`src/rtl/ux607_uartrx_ctrl_pkg.sv`:
```
// UART RX controller shared definitions: register map, field positions,
// FIFO depth and DIV reset value.
package ux607_uartrx_ctrl_pkg;

  typedef enum logic [1:0] {
    ADDR_RXCTRL = 2'd0,
    ADDR_DIV    = 2'd1,
    ADDR_RXDATA = 2'd2,
    ADDR_IEIP   = 2'd3
  } reg_addr_e;

  localparam int unsigned FIFO_DEPTH       = 8;
  localparam logic [15:0] DIV_RESET        = 16'h021F;

  localparam int unsigned RXCTRL_RXEN_BIT  = 0;
  localparam int unsigned RXCTRL_RXCNT_LSB = 16;
  localparam int unsigned IEIP_RXWM_BIT    = 1;
  localparam int unsigned IEIP_OVR_BIT     = 2;

  localparam logic [31:0] RXDATA_EMPTY     = 32'h8000_0000;

endpackage

```
`src/rtl/ux607_uartrx_fifo.sv`:
```
// 8-entry receive byte FIFO. A push into a full FIFO is accepted only when a
// pop happens in the same cycle; otherwise the byte is reported as dropped.
module ux607_uartrx_fifo
  import ux607_uartrx_ctrl_pkg::*;
(
  input  logic       clock,
  input  logic       reset,
  input  logic       push_valid,
  input  logic [7:0] push_data,
  input  logic       pop_req,
  output logic [7:0] head_data,
  output logic [3:0] count,
  output logic       drop
);

  logic [7:0] mem [FIFO_DEPTH];
  logic [2:0] wr_ptr;
  logic [2:0] rd_ptr;
  logic       pop_fire;
  logic       push_fire;
  logic       full;

  assign full      = (count == 4'(FIFO_DEPTH));
  assign pop_fire  = pop_req && (count != 4'd0);
  assign push_fire = push_valid && (!full || pop_fire);
  assign drop      = push_valid && !push_fire;
  assign head_data = mem[rd_ptr];

  // Pointer and occupancy tracking; 3-bit pointers wrap 7->0 naturally.
  always_ff @(posedge clock or posedge reset) begin
    if (reset) begin
      wr_ptr <= '0;
      rd_ptr <= '0;
      count  <= '0;
    end else begin
      if (push_fire) wr_ptr <= wr_ptr + 3'd1;
      if (pop_fire)  rd_ptr <= rd_ptr + 3'd1;
      case ({push_fire, pop_fire})
        2'b10:   count <= count + 4'd1;
        2'b01:   count <= count - 4'd1;
        default: count <= count;
      endcase
    end
  end

  // Storage needs no reset: reset pointers make stale entries unreachable.
  always_ff @(posedge clock) begin
    if (push_fire) mem[wr_ptr] <= push_data;
  end

endmodule

```
`src/rtl/ux607_uartrx_ctrl.sv`:
```
// UART RX controller: register decode, receive FIFO and watermark interrupt.
// Optional overrun detection is built when UX607_UARTRX_OVERRUN_EN is defined.
module ux607_uartrx_ctrl
  import ux607_uartrx_ctrl_pkg::*;
(
  input  logic        clock,
  input  logic        reset,
  input  logic        reg_wen,
  input  logic        reg_ren,
  input  logic [1:0]  reg_addr,
  input  logic [31:0] reg_wdata,
  output logic [31:0] reg_rdata,
  output logic        rx_en,
  output logic [15:0] rx_div,
  input  logic        rx_valid,
  input  logic [7:0]  rx_bits,
  output logic        irq
);

  logic        rxen;
  logic [2:0]  rxcnt;
  logic [15:0] div;
  logic        rxwm_ie;
  logic        rxwm_ip;
  logic        ovr_ie;
  logic        ovr;
  logic [7:0]  fifo_head;
  logic [3:0]  fifo_count;
  logic        fifo_drop;
  logic        rxdata_rd;
  logic [31:0] rdata_next;

  assign rxdata_rd = reg_ren && (reg_addr == ADDR_RXDATA);
  assign rxwm_ip   = (fifo_count > {1'b0, rxcnt});
  assign rx_en     = rxen;
  assign rx_div    = div;
  assign irq       = (rxwm_ie && rxwm_ip) || (ovr_ie && ovr);

  ux607_uartrx_fifo u_fifo (
    .clock      (clock),
    .reset      (reset),
    .push_valid (rx_valid),
    .push_data  (rx_bits),
    .pop_req    (rxdata_rd),
    .head_data  (fifo_head),
    .count      (fifo_count),
    .drop       (fifo_drop)
  );

  // Control register writes.
  always_ff @(posedge clock or posedge reset) begin
    if (reset) begin
      rxen    <= 1'b0;
      rxcnt   <= '0;
      div     <= DIV_RESET;
      rxwm_ie <= 1'b0;
    end else if (reg_wen) begin
      case (reg_addr_e'(reg_addr))
        ADDR_RXCTRL: begin
          rxen  <= reg_wdata[RXCTRL_RXEN_BIT];
          rxcnt <= reg_wdata[RXCTRL_RXCNT_LSB +: 3];
        end
        ADDR_DIV:  div     <= reg_wdata[15:0];
        ADDR_IEIP: rxwm_ie <= reg_wdata[IEIP_RXWM_BIT];
        default:   ;
      endcase
    end
  end

`ifdef UX607_UARTRX_OVERRUN_EN
  // Overrun enable and sticky flag; a new drop wins over a same-cycle W1C.
  always_ff @(posedge clock or posedge reset) begin
    if (reset) begin
      ovr_ie <= 1'b0;
      ovr    <= 1'b0;
    end else begin
      if (reg_wen && (reg_addr == ADDR_IEIP)) ovr_ie <= reg_wdata[IEIP_OVR_BIT];
      if (fifo_drop)
        ovr <= 1'b1;
      else if (reg_wen && (reg_addr == ADDR_IEIP) && reg_wdata[IEIP_OVR_BIT])
        ovr <= 1'b0;
    end
  end
  logic unused_wdata;
  assign unused_wdata = ^reg_wdata[31:19];
`else
  assign ovr_ie = 1'b0;
  assign ovr    = 1'b0;
  logic unused_wdata;
  assign unused_wdata = ^{reg_wdata[31:19], fifo_drop};
`endif

  // Read data selection from the pre-edge state.
  always_comb begin
    rdata_next = '0;
    case (reg_addr_e'(reg_addr))
      ADDR_RXCTRL: begin
        rdata_next[RXCTRL_RXEN_BIT]         = rxen;
        rdata_next[RXCTRL_RXCNT_LSB +: 3]   = rxcnt;
      end
      ADDR_DIV:    rdata_next[15:0] = div;
      ADDR_RXDATA: rdata_next = (fifo_count == 4'd0) ? RXDATA_EMPTY : {24'd0, fifo_head};
      ADDR_IEIP: begin
        rdata_next[IEIP_RXWM_BIT] = rxwm_ip;
        rdata_next[IEIP_OVR_BIT]  = ovr;
      end
      default:     rdata_next = '0;
    endcase
  end

  // Registered read data, updated only on a read strobe.
  always_ff @(posedge clock or posedge reset) begin
    if (reset) reg_rdata <= '0;
    else if (reg_ren) reg_rdata <= rdata_next;
  end

endmodule

```
`config.mk`:
```
export PLATFORM = sky130hd
export DESIGN_NAME = ux607_uartrx_ctrl
export DESIGN_NICKNAME = d
export VERILOG_FILES = /design/src/rtl/ux607_uartrx_ctrl_pkg.sv /design/src/rtl/ux607_uartrx_fifo.sv /design/src/rtl/ux607_uartrx_ctrl.sv
export SDC_FILE = /design/constraint.sdc
export NUM_CORES = 1
export LEC_CHECK = 0
export ABC_AREA = 1
export CORE_ASPECT_RATIO = 1.1
export CORE_UTILIZATION = 66
export CTS_BUF_LIST = sky130_fd_sc_hd__clkbuf_4
export DETAILED_ROUTE_END_ITERATION = 10
export DONT_BUFFER_PORTS = 1
export GPL_TIMING_DRIVEN = 0
export HOLD_SLACK_MARGIN = 0.12
export PLACE_DENSITY_LB_ADDON = 0.12
export SKIP_CTS_REPAIR_TIMING = 1
export SKIP_LAST_GASP = 1
export SYNTH_ARGS = -nofsm -noshare
export SYNTH_HDL_FRONTEND = slang
export SYNTH_SLANG_ARGS = --single-unit
```
`constraint.sdc`:
```
create_clock -name clock -period 2.05 [get_ports clock]
set_input_delay 0.1025 -clock clock [delete_from_list [all_inputs] [get_ports clock]]
set_output_delay 0.1025 -clock clock [all_outputs]
set_load 0.02 [all_outputs]
```
Word-level counts from Yosys, hierarchy flattened
Memories as Yosys holds them, arrays and structs flattened.
Cells that the tools add are included.
Cells by class
  add/sub/neg operators: 4
  equality and inequality tests: 6
  reductions and logical operators: 13
  $lt $le $gt $ge: 1
  mux-type cells: 9
Operator list (number)
  32-bit 2-to-1 mux: 1
  13-bit case mux with 2 select lines: 1
  13-bit 2-to-1 mux: 1
  4-bit case mux with 2 select lines: 1
  3-bit by 1-bit adder with 3-bit output (second input constant): 2
  2-bit equality test (second input constant): 3
  2-bit case mux with 3 select lines: 1
  3-bit case mux with 2 select lines: 1
  2-bit AND reduction: 3
  4-bit by 1-bit adder with 4-bit output (second input constant): 1
  2-bit by 1-bit equality test with 1-bit output (second input constant): 2
  4-bit equality test (second input constant): 1
  4-bit by 3-bit > comparator with 1-bit output: 1
  1-bit logical AND: 4
  4-bit zero test: 1
  4-bit nonzero test: 1
  4-bit by 1-bit subtractor with 4-bit output (second input constant): 1
  1-bit case mux with 3 select lines: 1
  2-bit zero test: 1
  1-bit 2-to-1 mux: 2
  2-bit nonzero test: 1
  1-bit zero test: 1
  1-bit logical OR: 1
Word-level totals
  flip-flop bits (word level): 63
  input bits: 47
  logic and storage cells: 42
  memory bits (writable): 64
  output and inout port bits: 50
  memories: 1
Memories
  u_fifo.mem: words 8, bits a word 8, read ports 1, clocked after Yosys merged registers in 0, wr ports 1, RTL line ux607_uartrx_fifo.sv:16  | logic [7:0] mem [FIFO_DEPTH];

Logic depth before layout (Yosys ltp)
Gate-level depths: netlist (run 1).
  word-level depth: 7
  mapped depth: 14
  gate-level depth less buffers: 14

Cells and area by module
Synthesis (run 1) repeated with hierarchy kept, for this count alone.
Second synthesis, totals
  cells, all modules: 440
  area, all modules: 5071.1 µm²
Modules (own cells, without submodules)
  ux607_uartrx_fifo: cells each 259, area an instance 3151.8 µm², times used 1, sequential area each 2172.1 µm²
  ux607_uartrx_ctrl: cells each 181, area an instance 1919.3 µm², times used 1, sequential area each 1033.5 µm²

Worst setup path before layout (run 1)
Ideal clock, no wire load.
  path kind: reg2reg
  start: register u_fifo.count[1]
  end: register u_fifo.count[3]
  library setup time: 0.113 ns
  cell stages (with the launch flop): 12
  required time: 1.937 ns
  path slack: 0.283 ns
  buffers on the path: 0
  data arrival time: 1.654 ns
  period minus slack after synthesis: 1.767 ns
  path through: dfrtp_1 > nor2_2 > nand3_2 > nand3_1 > inv_1 > ha_1 > a21oi_1 > nand3_1 > nand2_1 > nand3_1 > nand2_1 > inv_1
Between the ends
  word-level cells in the longest chain between the ends: 6
  elaborated cells on any way between the ends: 12
  those cells by class: 2 x add/sub; 3 x eq/ne; 1 x mux; 6 x reduce/logical
Ends and longest elaborated chain
  from (decl): RTL line ux607_uartrx_fifo.sv:12  | output logic [3:0] count,
  from (signal assigned): RTL line ux607_uartrx_fifo.sv:39  | 2'b10: count <= count + 4'd1;
  from (signal assigned): RTL line ux607_uartrx_fifo.sv:40  | 2'b01: count <= count - 4'd1;
  from (signal assigned): RTL line ux607_uartrx_fifo.sv:41  | default: count <= count;
  4-bit equality test / 4-bit nonzero test (equally long branches): RTL line ux607_uartrx_fifo.sv:23, ux607_uartrx_fifo.sv:24
  1-bit zero test / 1-bit logical AND (equally long branches): RTL line ux607_uartrx_fifo.sv:25, ux607_uartrx_fifo.sv:24
  1-bit logical OR: RTL line ux607_uartrx_fifo.sv:25  | assign push_fire = push_valid && (!full || pop_fire);
  1-bit logical AND: RTL line ux607_uartrx_fifo.sv:25
  2-bit by 1-bit equality test with 1-bit output / 2-bit equality test (equally long branches): RTL line ux607_uartrx_fifo.sv:38  | case ({push_fire, pop_fire})
  4-bit case mux with 2 select lines / 2-bit nonzero test (equally long branches)
Parallel ways exist; a longest one is shown, timed or not.
A chain may end at the register's enable or synchronous reset.

Final worst setup path (run 1)
  start: input port reg_addr[0]
  end: memory u_fifo.mem[7][5] (enable)
Between the ends
  word-level cells in the longest chain between the ends: 7
Ends and longest elaborated chain
  from (decl): RTL line ux607_uartrx_ctrl.sv:10  | input logic [1:0] reg_addr,
  2-bit equality test: RTL line ux607_uartrx_ctrl.sv:33  | assign rxdata_rd = reg_ren && (reg_addr == ADDR_RXDATA);
  1-bit logical AND: RTL line ux607_uartrx_ctrl.sv:33
  1-bit logical AND: RTL line ux607_uartrx_fifo.sv:24  | assign pop_fire = pop_req && (count != 4'd0);
  1-bit logical OR: RTL line ux607_uartrx_fifo.sv:25
  1-bit logical AND: RTL line ux607_uartrx_fifo.sv:25
  1-bit 2-to-1 mux: RTL line ux607_uartrx_fifo.sv:48  | if (push_fire) mem[wr_ptr] <= push_data;
  1-bit 2-to-1 mux (not written as such): RTL line ux607_uartrx_fifo.sv:48
  to (decl): RTL line ux607_uartrx_fifo.sv:16
Every way passes these cells.

==> results of run 1 <==
[power by group]
group	switching (uW)	internal [uW]	total [uW]
sequential	428	2880	3310
clock	869	832	1700
combinational	1360	719	2080
[critical path, cell delays in order]
cell,delay (ps)
dlygate4sd3_1,600
inv_1,130
ha_1,190
nand2_2,90
a31oi_4,260
nand2_1,140
nor2_1,720
[layer usage]
| layer | up-vias | share of wire (%) | wire length (um) |
|---|---|---|---|
| met1 | 1781 | 37 | 4400 |
| met2 | 203 | 51 | 6040 |
| met3 | 31 | 9.1 | 1080 |
| met4 | 0 | 2.8 | 330 |
| li1 | 1691 | - | - |
| met5 | - | 0 | 0 |
[registers in the layout (all words and copies together), names as in the netlist]
name	cells
u_fifo.mem	64
reg_rdata	20
rx_div	16
u_fifo.count	4
rxcnt	3
u_fifo.rd_ptr	3
u_fifo.wr_ptr	3
rx_en	1
rxwm_ie	1
[metrics by stage]
step	instances	cell area [um^2]	hold WS, ps	setup TNS [ps]
after global placement	565	5150	202	0
after CTS	598	5480	-492	-275
after floorplan	480	5050	201	0
after detailed placement	566	5180	71.0	0
after global routing	635	5860	146	-3440
final	635	5860	125	-1140
[cells in the mapped netlist]
cell type	number	share of area [%]
nand2_1	113	8.5
edfxtp_1	64	38
nor2_1	46	3.4
dfrtp_1	45	22
inv_1	33	2.5
o21ai_1	24	2.4
nand3_1	23	2.3
a21oi_1	13	1.3
ha_1	13	3.2
buf_4	12	1.8
o21ai_0	12	1.2
buf_2	10	1.0
o22ai_1	10	1.2
mux2_2	8	1.8
dfstp_2	6	3.1
a22oi_1	5	0.75
inv_2	5	0.37
nor2_2	5	0.62
xor2_1	4	0.70
clkbuf_1	3	0.22
nand2_2	3	0.37
a22o_1	2	0.35
a31oi_1	1	0.13
a31oi_4	1	0.42
and2_1	1	0.13
and3_1	1	0.13
clkinv_1	1	0.075
conb_1	1	0.075
fa_1	1	0.40
nand3_2	1	0.20
or2_4	1	0.17
xnor2_1	1	0.17
[layout by cell type (no fill, tap or decap), types with 13 or more instances in the layout]
cell and n:
a21oi_1 13, clkbuf_4 17, dfrtp_1 45, dlygate4sd3_1 37, edfxtp_1 64, ha_1 13
inv_1 32, nand2_1 113, nand3_1 22, nor2_1 46, o21ai_1 24
[cell families after synthesis]
| kind of cell | Yosys count |
|---|---|
| mux | 8 |
| xor+xnor | 5 |
| compound gates | 68 |
| fa+ha+maj | 14 |
| other cells | 1 |
| flops | 115 |
| buf+inv | 64 |
| simple gates | 194 |
[final cells by class]
| cell class | count | area, um^2 | share of cell area (%) |
|---|---|---|---|
| Multi-Input combinational cell | 301 | 1560 | 26.6 |
| Buffer | 25 | 151 | 2.58 |
| Clock inverter | 15 | 165 | 2.82 |
| Timing Repair Buffer | 38 | 398 | 6.79 |
| Tap cell | 85 | 106 | 1.81 |
| Clock buffer | 17 | 128 | 2.18 |
| Inverter | 39 | 146 | 2.50 |
| Sequential cell | 115 | 3210 | 54.7 |
[path summary, 6_finish.rpt]
kind | to | slack (ps) | cells after the start
setup / recovery | u_fifo.mem[7][5] | -70 | 7
min in group clock | reg_rdata[1] | 190 | 7
hold reg to reg | reg_rdata[18] | 540 | 2
hold / removal | rxwm_ie | 130 | 2
setup reg to reg | u_fifo.mem[7][5] | -40 | 6
max in group asynchronous | reg_rdata[10] | 1040 | 3
==> key figures, run 1 <==
Outcome
  • Status: complete, but fails checks
  • Failing checks: negative setup slack

Power
  • Pwr dens: 1210 nW/um^2
  • Power Total: 7080 uW
  • Leakage: 0.00259 uW
  • Worst IR drop on VDD: 0.000874 V

Timing
  • Rel. slew slack: 38.6%
  • Final min period: 2120 ps
  • Slew Viols, Final: 0
  • RSZ-0062 raised after global routing: yes
  • Final cycle utilization of the critical path: 103%
  • Setup ws final: -67.5 ps
  • Clock skew: 13.5 ps
  • Final Hold Viols: 0
  • Final Setup Violations: 32
  • Worst-Margin Slew: 917 ps
  • Max Clock Freq: 472 MHz

Flow run
  • Max-cap violation count: 0

Drt
  • Post-DR vias/cell: 5.84
  • Routed vias: 3706
  • Routed WL per cell: 18.6 um
  • Total wire length: 11800 um
  • Initial DRC count: 285
  • Initial DRT Pass Iterations: 5
  • DRC viols: 0
  • DRT antenna net count: 0

Logic synthesis
  • Post-synthesis xor/xnor area fraction: 0.875%
  • Mux cell area share after synthesis: 1.80%
  • Post-Synth Adder-Cell Area: 3.65%
  • #FFs+latches synth: 115
  • Compound-gate portion of the synthesized area: 7.80%
  • Area of the mapped netlist: 5010 um^2
  • Post-synthesis sequential area ratio: 64.0%
  • Synth Instances: 469
  • Largest family of logic cells by synthesized area: simple AND/OR/NAND/NOR gates
  • Synthesis Warnings: 0
  • Synth cell types: 32
  • Synth Area per Inst: 10.7 um^2
  • Post-synthesis simple-gate area fraction: 15.8%

Min path
  • Min-delay worst type: input pin to asynchronous set/reset pin

Global route
  • Grt peak-use layer: met2
  • Grt ovf: 0
  • Grt met3 use: 10.3%
  • Overall Global Routing Usage: 28.3%
  • GR Util met1: 31.9%
  • Vias in the first global route: 3474
  • Met2 GRT Util: 46.6%
  • First-pass GRT wire length: 16500 um
  • Initial antenna violation count: 0
  • Largest net degree at the start of global routing: 27

Place
  • I/O Buffers: 0
  • Routability cong.: 0.876
  • Post-Place Setup Slack: 19.3 ps
  • Post-DP HPWL: 7140 um

Worst setup path
  • Max FO, Critical Path: 8
  • WP data arrival: 2240 ps
  • CP required: 2170 ps
  • CP Launch Type: input pin
  • CP endpoint kind: register
  • FF-to-FF Start: u_fifo.count[1]
  • CP Launch Point: reg_addr[0]
  • WS Path Type: input pin to register

Floorplanning
  • I/O pin count: 97
  • Core ar.: 7170 um^2
  • Die height: 93.4 um
  • Core Rows: 32
  • Horiz. Die Dim: 85.1 um
  • Die area: 7940 um^2
  • Initial cell density of the core: 69.9%

Layout
  • Area grow syn2layout: 17.0%
  • Share of layout cells above drive strength 1: 15.5%
  • Fill cells: 393
  • Fin util: 81.8%
  • ANT cells: 0
  • Nets: 598

CTS
  • CTS Buf Count: 17
  • Clock sinks: 115
  • CTS tree: built
  • Worst-Skew Late Latency: 500 ps
  • Root Buffer: clkbuf_4
  • Clock transition at the registers of the reported paths: 110 ps
  • Clock Tree Buf Depth: 2
  • CTS H-tree depth: 4
No activity file was read; power rests on OpenSTA's default activity.
==> inputs of run 2 (changes only) <==
--- a/config.mk
+++ b/config.mk
@@ -7,7 +7,7 @@
 export LEC_CHECK = 0
 export ABC_AREA = 1
 export CORE_ASPECT_RATIO = 1.1
-export CORE_UTILIZATION = 66
+export CORE_UTILIZATION = 60
 export CTS_BUF_LIST = sky130_fd_sc_hd__clkbuf_4
 export DETAILED_ROUTE_END_ITERATION = 10
 export DONT_BUFFER_PORTS = 1
==> run 2 against run 1 <==
Compared with the run above:
- the run still ends with negative setup slack left
- sequential power about the same
- clock-buffer cell count rose by 1
- die area rose by 9.8%
- routed wire length fell by 6.7%
- clock skew is 5.8 ps higher
- non-clock buffer count rose by 2
- sequential cell count unchanged
==> key figures, run 2 (synthesized netlist as in run 1, its figures left out) <==
Timing
  • RSZ-0062 raised after global routing: yes
  • Final Hold Viols: 0 (unchanged)
  • Worst-Margin Slew: 582 ps (-336 ps)
  • Setup ws final: -27.6 ps (+39.9 ps)
  • Rel. slew slack: 61.2% (+23 points)
  • Final min period: 2080 ps (-39.9 ps)
  • Slew Viols, Final: 0 (unchanged)
  • Max Clock Freq: 481 MHz (+1.9%)
  • Clock skew: 19.3 ps (+5.78 ps)
  • Final cycle utilization of the critical path: 101% (-1.9 points)
  • Setup tns final: -27.6 ps (+1110 ps)
  • Final Setup Violations: 1 (-97%)

Worst setup path
  • Most common cell on crit path: nand3_1
  • WS Path Type: register to register
  • Max FO, Critical Path: 5 (-3)
  • Slowest-stage cell, CP: dfrtp_1
  • WP data arrival: 2500 ps (+260 ps)
  • Peak per-stage delay on the critical path: 460 ps (-260 ps)
  • CP delay by family, top: simple AND/OR/NAND/NOR gates
  • CP Launch Type: register
  • CP endpoint kind: register
  • Crit path buffers/inverters: 2 (unchanged)
  • CP required: 2470 ps (+300 ps)
  • Worst-path cell chain: nor2_2 -> nand3_2 -> nand3_1 -> inv_1 -> ha_1 -> a21oi_2 -> nand3_1 -> nand2_1 -> nand3_1 -> nand2_1 -> inv_1

CTS
  • Clock Tree Buf Depth: 2 (unchanged)
  • CTS Buf Count: 17 (unchanged)
  • CTS tree: built
  • Worst-Skew Late Latency: 510 ps (about the same)
  • Root Buffer: clkbuf_4
  • Clock transition at the registers of the reported paths: 110 ps (about the same)
  • Clock sinks: 115 (unchanged)
  • CTS H-tree depth: 4 (unchanged)

Layout
  • Share of layout cells above drive strength 1: 16.3% (+0.85 points)
  • Leading cell type in the layout, fill and taps excluded: nand2_1
  • Largest register FFs: 64 (unchanged)
  • Register with the most flip-flops: u_fifo.mem
  • Nets: 600 (+0.33%)
  • Area grow syn2layout: 18.4%
  • ANT cells: 0 (unchanged)
  • Commonest cells after routing, fill and taps aside: 113 x nand2_1, 64 x edfxtp_1, 45 x dfrtp_1, 42 x nor2_1, 39 x dlygate4sd3_1

Min path
  • Min-delay worst type: input pin to register

Global route
  • Vias in the first global route: 3394 (-2.3%)
  • Met2 GRT Util: 42.5% (-4.1 points)
  • GR Util met1: 29.0% (-2.9 points)
  • Grt ovf: 0 (unchanged)
  • Grt peak-use layer: met2
  • Initial antenna violation count: 0 (unchanged)
  • Overall Global Routing Usage: 25.5% (-2.8 points)
  • First-pass GRT wire length: 16100 um (-2.4%)
  • Grt met3 use: 7.69% (-2.6 points)
  • Largest net degree at the start of global routing: 38 (+41%)

Power
  • Leakage: 0.00258 uW (about the same)
  • Switching power: 2650 uW (about the same)
  • Worst IR drop on VDD: 0.000703 V (-20%)
  • Switching Share: 37.3% (-0.13 points)
  • Clock share of power: 24.2% (+0.2 points)
  • Comb pwr share: 29.4% (about the same)
  • Sequential share of power: 46.4% (-0.3 points)
  • Power Total: 7110 uW (+0.31%)
  • Pwr dens: 1200 nW/um^2 (-0.81%)
  • Int Pwr: 4450 uW (+0.52%)

Outcome
  • Failing checks: negative setup slack
  • Status: complete, but fails checks

Drt
  • DRC viols: 0 (unchanged)
  • Initial DRC count: 132 (-54%)
  • Initial DRT Pass Iterations: 4 (-1)
  • Routed vias: 3565 (-3.8%)
  • DRT antenna net count: 0 (unchanged)
  • Post-DR vias/cell: 5.40 (-7.4%)
  • Routed WL per cell: 16.7 um (-10%)
  • Total wire length: 11000 um (-6.7%)

Floorplanning
  • I/O pin count: 97 (unchanged)
  • Die area: 8710 um^2 (+9.8%)
  • Core Rows: 34 (+6.3%)
  • Horiz. Die Dim: 89.1 um (+4.8%)
  • Core ar.: 8000 um^2 (+12%)
  • Initial cell density of the core: 62.6% (-7.3 points)
  • Die height: 97.8 um (+4.8%)

Place
  • I/O Buffers: 0 (unchanged)
  • Post-DP HPWL: 7010 um (-1.8%)
  • Routability cong.: 0.835 (-4.7%)

Flow run
  • Max-cap violation count: 0 (unchanged)
[run 2: changes by cell type in the layout (fill, tap and decap cells not counted), sizes merged]
cell,delta
clkinvlp,+1
clkinv,-2
clkbuf,+1
dlygate4sd3,+2
[run 2: layout make-up]
cell class,instances,area [um^2]
Sequential cell,115,3210
Fill cell,551,2070
Multi-Input combinational cell,301,1580
Timing Repair Buffer,40,410
Clock inverter,14,163
Buffer,25,151
Inverter,39,146
Clock buffer,18,135
Tap cell,108,135
[run 2: final timing paths]
check                           slack (ps)  depth (start not counted)             from               to
worst max register to register         -30                         11  u_fifo.count[1]  u_fifo.count[3]
worst min register to register         540                          2         rxcnt[1]    reg_rdata[17]
worst max-delay path                   -30                         11  u_fifo.count[1]  u_fifo.count[3]
max in group asynchronous              380                          4            reset    reg_rdata[13]
worst min-delay path                   120                          7      reg_addr[1]     reg_rdata[1]
min in group asynchronous              670                          3            reset        rx_div[4]
[run 2: worst register-to-register path: stages (launching register included)]
cell	delay, ps
dfrtp_1	460
nor2_2	170
nand3_2	120
nand3_1	190
inv_1	90
ha_1	340
a21oi_2	180
nand3_1	90
nand2_1	110
nand3_1	110
nand2_1	100
inv_1	40
[run 2: power groups by stage]
| stage | Sequential, uW | Clock, uW | Combinational, uW |
|---|---|---|---|
| after floorplan | 3250 | 0 | 1470 |
| after global routing | 3350 | 1830 | 2330 |
| after detailed placement | 3340 | 0 | 1910 |
| final | 3300 | 1720 | 2090 |
| after global placement | 3330 | 0 | 1850 |
| after CTS | 3300 | 1730 | 1940 |
[run 2: routing by layer]
metal  wire [um]  up-vias
li1            -     1686
met1        4290     1700
met2        5550      144
met3         871       35
met4         329        0
met5           0        -
[run 2: per-stage QoR]
stage	hold WS [ps]	std cells	setup slack, ps	utilization [%]	cell area (um^2)
after floorplan	201	480	283	-	5050
after global placement	202	588	46.6	64.8	5180
after detailed placement	-34.4	589	-70.1	65.1	5200
after CTS	-594	621	-121	68.8	5500
after global routing	162	660	-187	74.1	5930
final	116	660	-27.6	74.1	5930
==> inputs of run 3 (changes only) <==
--- a/config.mk
+++ b/config.mk
@@ -13,7 +13,7 @@
 export DONT_BUFFER_PORTS = 1
 export GPL_TIMING_DRIVEN = 0
 export HOLD_SLACK_MARGIN = 0.12
-export PLACE_DENSITY_LB_ADDON = 0.12
+export PLACE_DENSITY = 0.86
 export SKIP_CTS_REPAIR_TIMING = 1
 export SKIP_LAST_GASP = 1
 export SYNTH_ARGS = -nofsm -noshare
==> constraint.sdc (replaced) <==
create_clock -name clock -period 2.6 [get_ports clock]
set_input_delay 0.13 -clock clock [delete_from_list [all_inputs] [get_ports clock]]
set_output_delay 0.13 -clock clock [all_outputs]
set_load 0.02 [all_outputs]
==> run 3 against run 2 <==
Compared with the run above:
- the run now ends clean
- worst hold slack better by 26 ps
- first-iteration DRC count up 57%
- clock skew grew 5.7 ps
- global-route usage rose by 0.60 points
- critical endpoint is now u_fifo.mem[5][2]
- clock power fell by 26%
- cell count is 0.45% lower
- register-to-register slack gained 590 ps
- worst setup slack improved by 590 ps
- largest cell class unchanged
- utilization fell by 1.0 points
- sequential power decreased by 21%
- cell area down 1.4%
- combinational power decreased by 22%
- largest power group unchanged
==> key figures, run 3 (synthesized netlist as in run 1, its figures left out) <==
Drt
  • Post-DR vias/cell: 5.66 (+4.9%)
  • DRT antenna net count: 0 (unchanged)
  • Initial DRT Pass Iterations: 5 (+1)
  • DRC viols: 0 (unchanged)
  • Total wire length: 11800 um (+7.2%)
  • Initial DRC count: 207 (+57%)
  • Routed WL per cell: 18.0 um (+7.7%)
  • Routed vias: 3721 (+4.4%)

Worst setup path
  • CP endpoint kind: register
  • WS Path Type: input pin to register
  • WP data arrival: 2180 ps (-320 ps)
  • Max FO, Critical Path: 8 (+3)
  • CP Launch Type: input pin
  • CP required: 2740 ps (+270 ps)

Place
  • # placed instances: 589 (unchanged)
  • Post-Place Setup Slack: 534 ps (+604 ps)
  • Placed standard-cell area: 5200 um^2 (unchanged)
  • I/O Buffers: 0 (unchanged)
  • Routability cong.: 0.823 (-1.4%)
  • Post-DP HPWL: 7320 um (+4.4%)

Power
  • Comb pwr share: 29.4% (about the same)
  • Worst IR drop on VDD: 0.000418 V (-41%)
  • Clock share of power: 23.2% (-1.0 points)
  • Sequential share of power: 47.4% (+1.0 points)
  • Int Pwr: 3420 uW (-23%)
  • Switching Share: 38.1% (+0.76 points)
  • Switching power: 2100 uW (-21%)
  • Pwr dens: 944 nW/um^2 (-21%)
  • Leakage: 0.00257 uW (-0.73%)

Outcome
  • Status: complete, no violations

Timing
  • Clock skew: 25.0 ps (+5.68 ps)
  • Final Setup Violations: 0 (-1)
  • Setup tns final: 0 ps (+27.6 ps)
  • Slew Viols, Final: 0 (unchanged)
  • Final min period: 2040 ps
  • Final Hold Viols: 0 (unchanged)
  • Rel. slew slack: 42.4% (-19 points)
  • Max Clock Freq: 490 MHz
  • Worst-Margin Slew: 860 ps (+279 ps)
  • Final cycle utilization of the critical path: 78.5%
  • RSZ-0062 raised after global routing: no
  • Setup ws final: 559 ps (+587 ps)

CTS
  • CTS tree: built
  • Root Buffer: clkbuf_4
  • Clock Tree Buf Depth: 2 (unchanged)
  • CTS Buf Count: 17 (unchanged)
  • Clock transition at the registers of the reported paths: 120 ps (about the same)
  • Worst-Skew Late Latency: 520 ps (about the same)
  • Clock sinks: 115 (unchanged)
  • CTS H-tree depth: 4 (unchanged)

Layout
  • Commonest cells after routing, fill and taps aside: 113 x nand2_1, 64 x edfxtp_1, 46 x nor2_1, 45 x dfrtp_1, 36 x dlygate4sd3_1
  • ANT cells: 0 (unchanged)
  • Area grow syn2layout: 16.7%
  • Leading cell type in the layout, fill and taps excluded: nand2_1
  • Nets: 597 (-0.50%)
  • Register with the most flip-flops: u_fifo.mem
  • Fin util: 73.1% (-1.0 points)
  • Largest register FFs: 64 (unchanged)
  • Finished Cell Area: 5840 um^2 (-1.4%)
  • Final Non-Filler Cells: 657 (-0.45%)
  • Share of layout cells above drive strength 1: 15.3% (-1.0 points)

Floorplanning
  • Horiz. Die Dim: 89.1 um (unchanged)
  • Core Rows: 34 (unchanged)
  • I/O pin count: 97 (unchanged)
  • Die height: 97.8 um (unchanged)
  • Die area: 8710 um^2 (unchanged)
  • Initial cell density of the core: 62.6% (unchanged)
  • Core ar.: 8000 um^2 (unchanged)

Global route
  • Initial antenna violation count: 0 (unchanged)
  • Vias in the first global route: 3543 (+4.4%)
  • First-pass GRT wire length: 16500 um (+2.5%)
  • Overall Global Routing Usage: 26.1% (+0.60 points)
  • Grt ovf: 0 (unchanged)
  • Largest net degree at the start of global routing: 34 (-11%)

Min path
  • Min-delay worst type: input pin to asynchronous set/reset pin

Flow run
  • Max-cap violation count: 0 (unchanged)
-- run 3: cell types whose count changed in the layout (fill, tap and decap cells not counted), sizes merged --
cell,before,now
dlygate4sd3,39,36
bufinv,3,2
clkinvlp,5,4
inv,39,38
clkbuf,21,22
clkinv,6,8
-- run 3: layer usage --
layer  GRT usage, %  up-vias  routed length [um]
li1               -     1686                   -
met1           30.3     1779                4460
met2           42.1      215                5920
met3           9.89       41                1130
met4           12.7        0                 327
met5              0        -                   0
-- run 3: critical path, stage by stage --
cell           delay [ps]
dlygate4sd3_1         570
inv_1                 120
ha_1                  190
nand2_2                90
a31oi_4               260
nand2_1               140
nor2_1                680
-- run 3: worst paths after layout --
check                                  from          endpoint  slack, ps  cells past startpoint
max                             reg_addr[0]  u_fifo.mem[5][2]        560                      7
min                                   reset        rx_div[15]        140                      3
max reg2reg                 u_fifo.count[1]  u_fifo.mem[5][2]        560                      6
min reg2reg                u_fifo.wr_ptr[0]  u_fifo.wr_ptr[0]        560                      2
max in group asynchronous             reset      reg_rdata[5]       1260                      3
min in group clock              reg_addr[0]      reg_rdata[2]        150                      5
-- run 3: power by group through the flow --
stage / clock (uW) / combinational, uW / sequential (uW)
after detailed placement: 0 / 1520 / 2640
after CTS: 1290 / 1540 / 2600
after floorplan: 0 / 1160 / 2560
final: 1280 / 1620 / 2620
after global placement: 0 / 1440 / 2610
after global routing: 1370 / 1810 / 2640
-- run 3: layout make-up --
class / instances / area (um^2)
fill: 505 / 2150
buffer: 25 / 151
timing repair buffer: 37 / 380
multi-input combinational: 301 / 1550
clock inverter: 13 / 138
inverter: 39 / 146
clock buffer: 19 / 143
sequential: 115 / 3210
tap: 108 / 135
-- run 3: through the flow --
stage	hold slack [ps]	total power [uW]
2_1_floorplan	229	3720
3_5_place_dp	36.3	4160
6_report	142	5520
5_1_grt	141	5820
3_3_place_gp	229	4060
4_1_cts	-539	5430
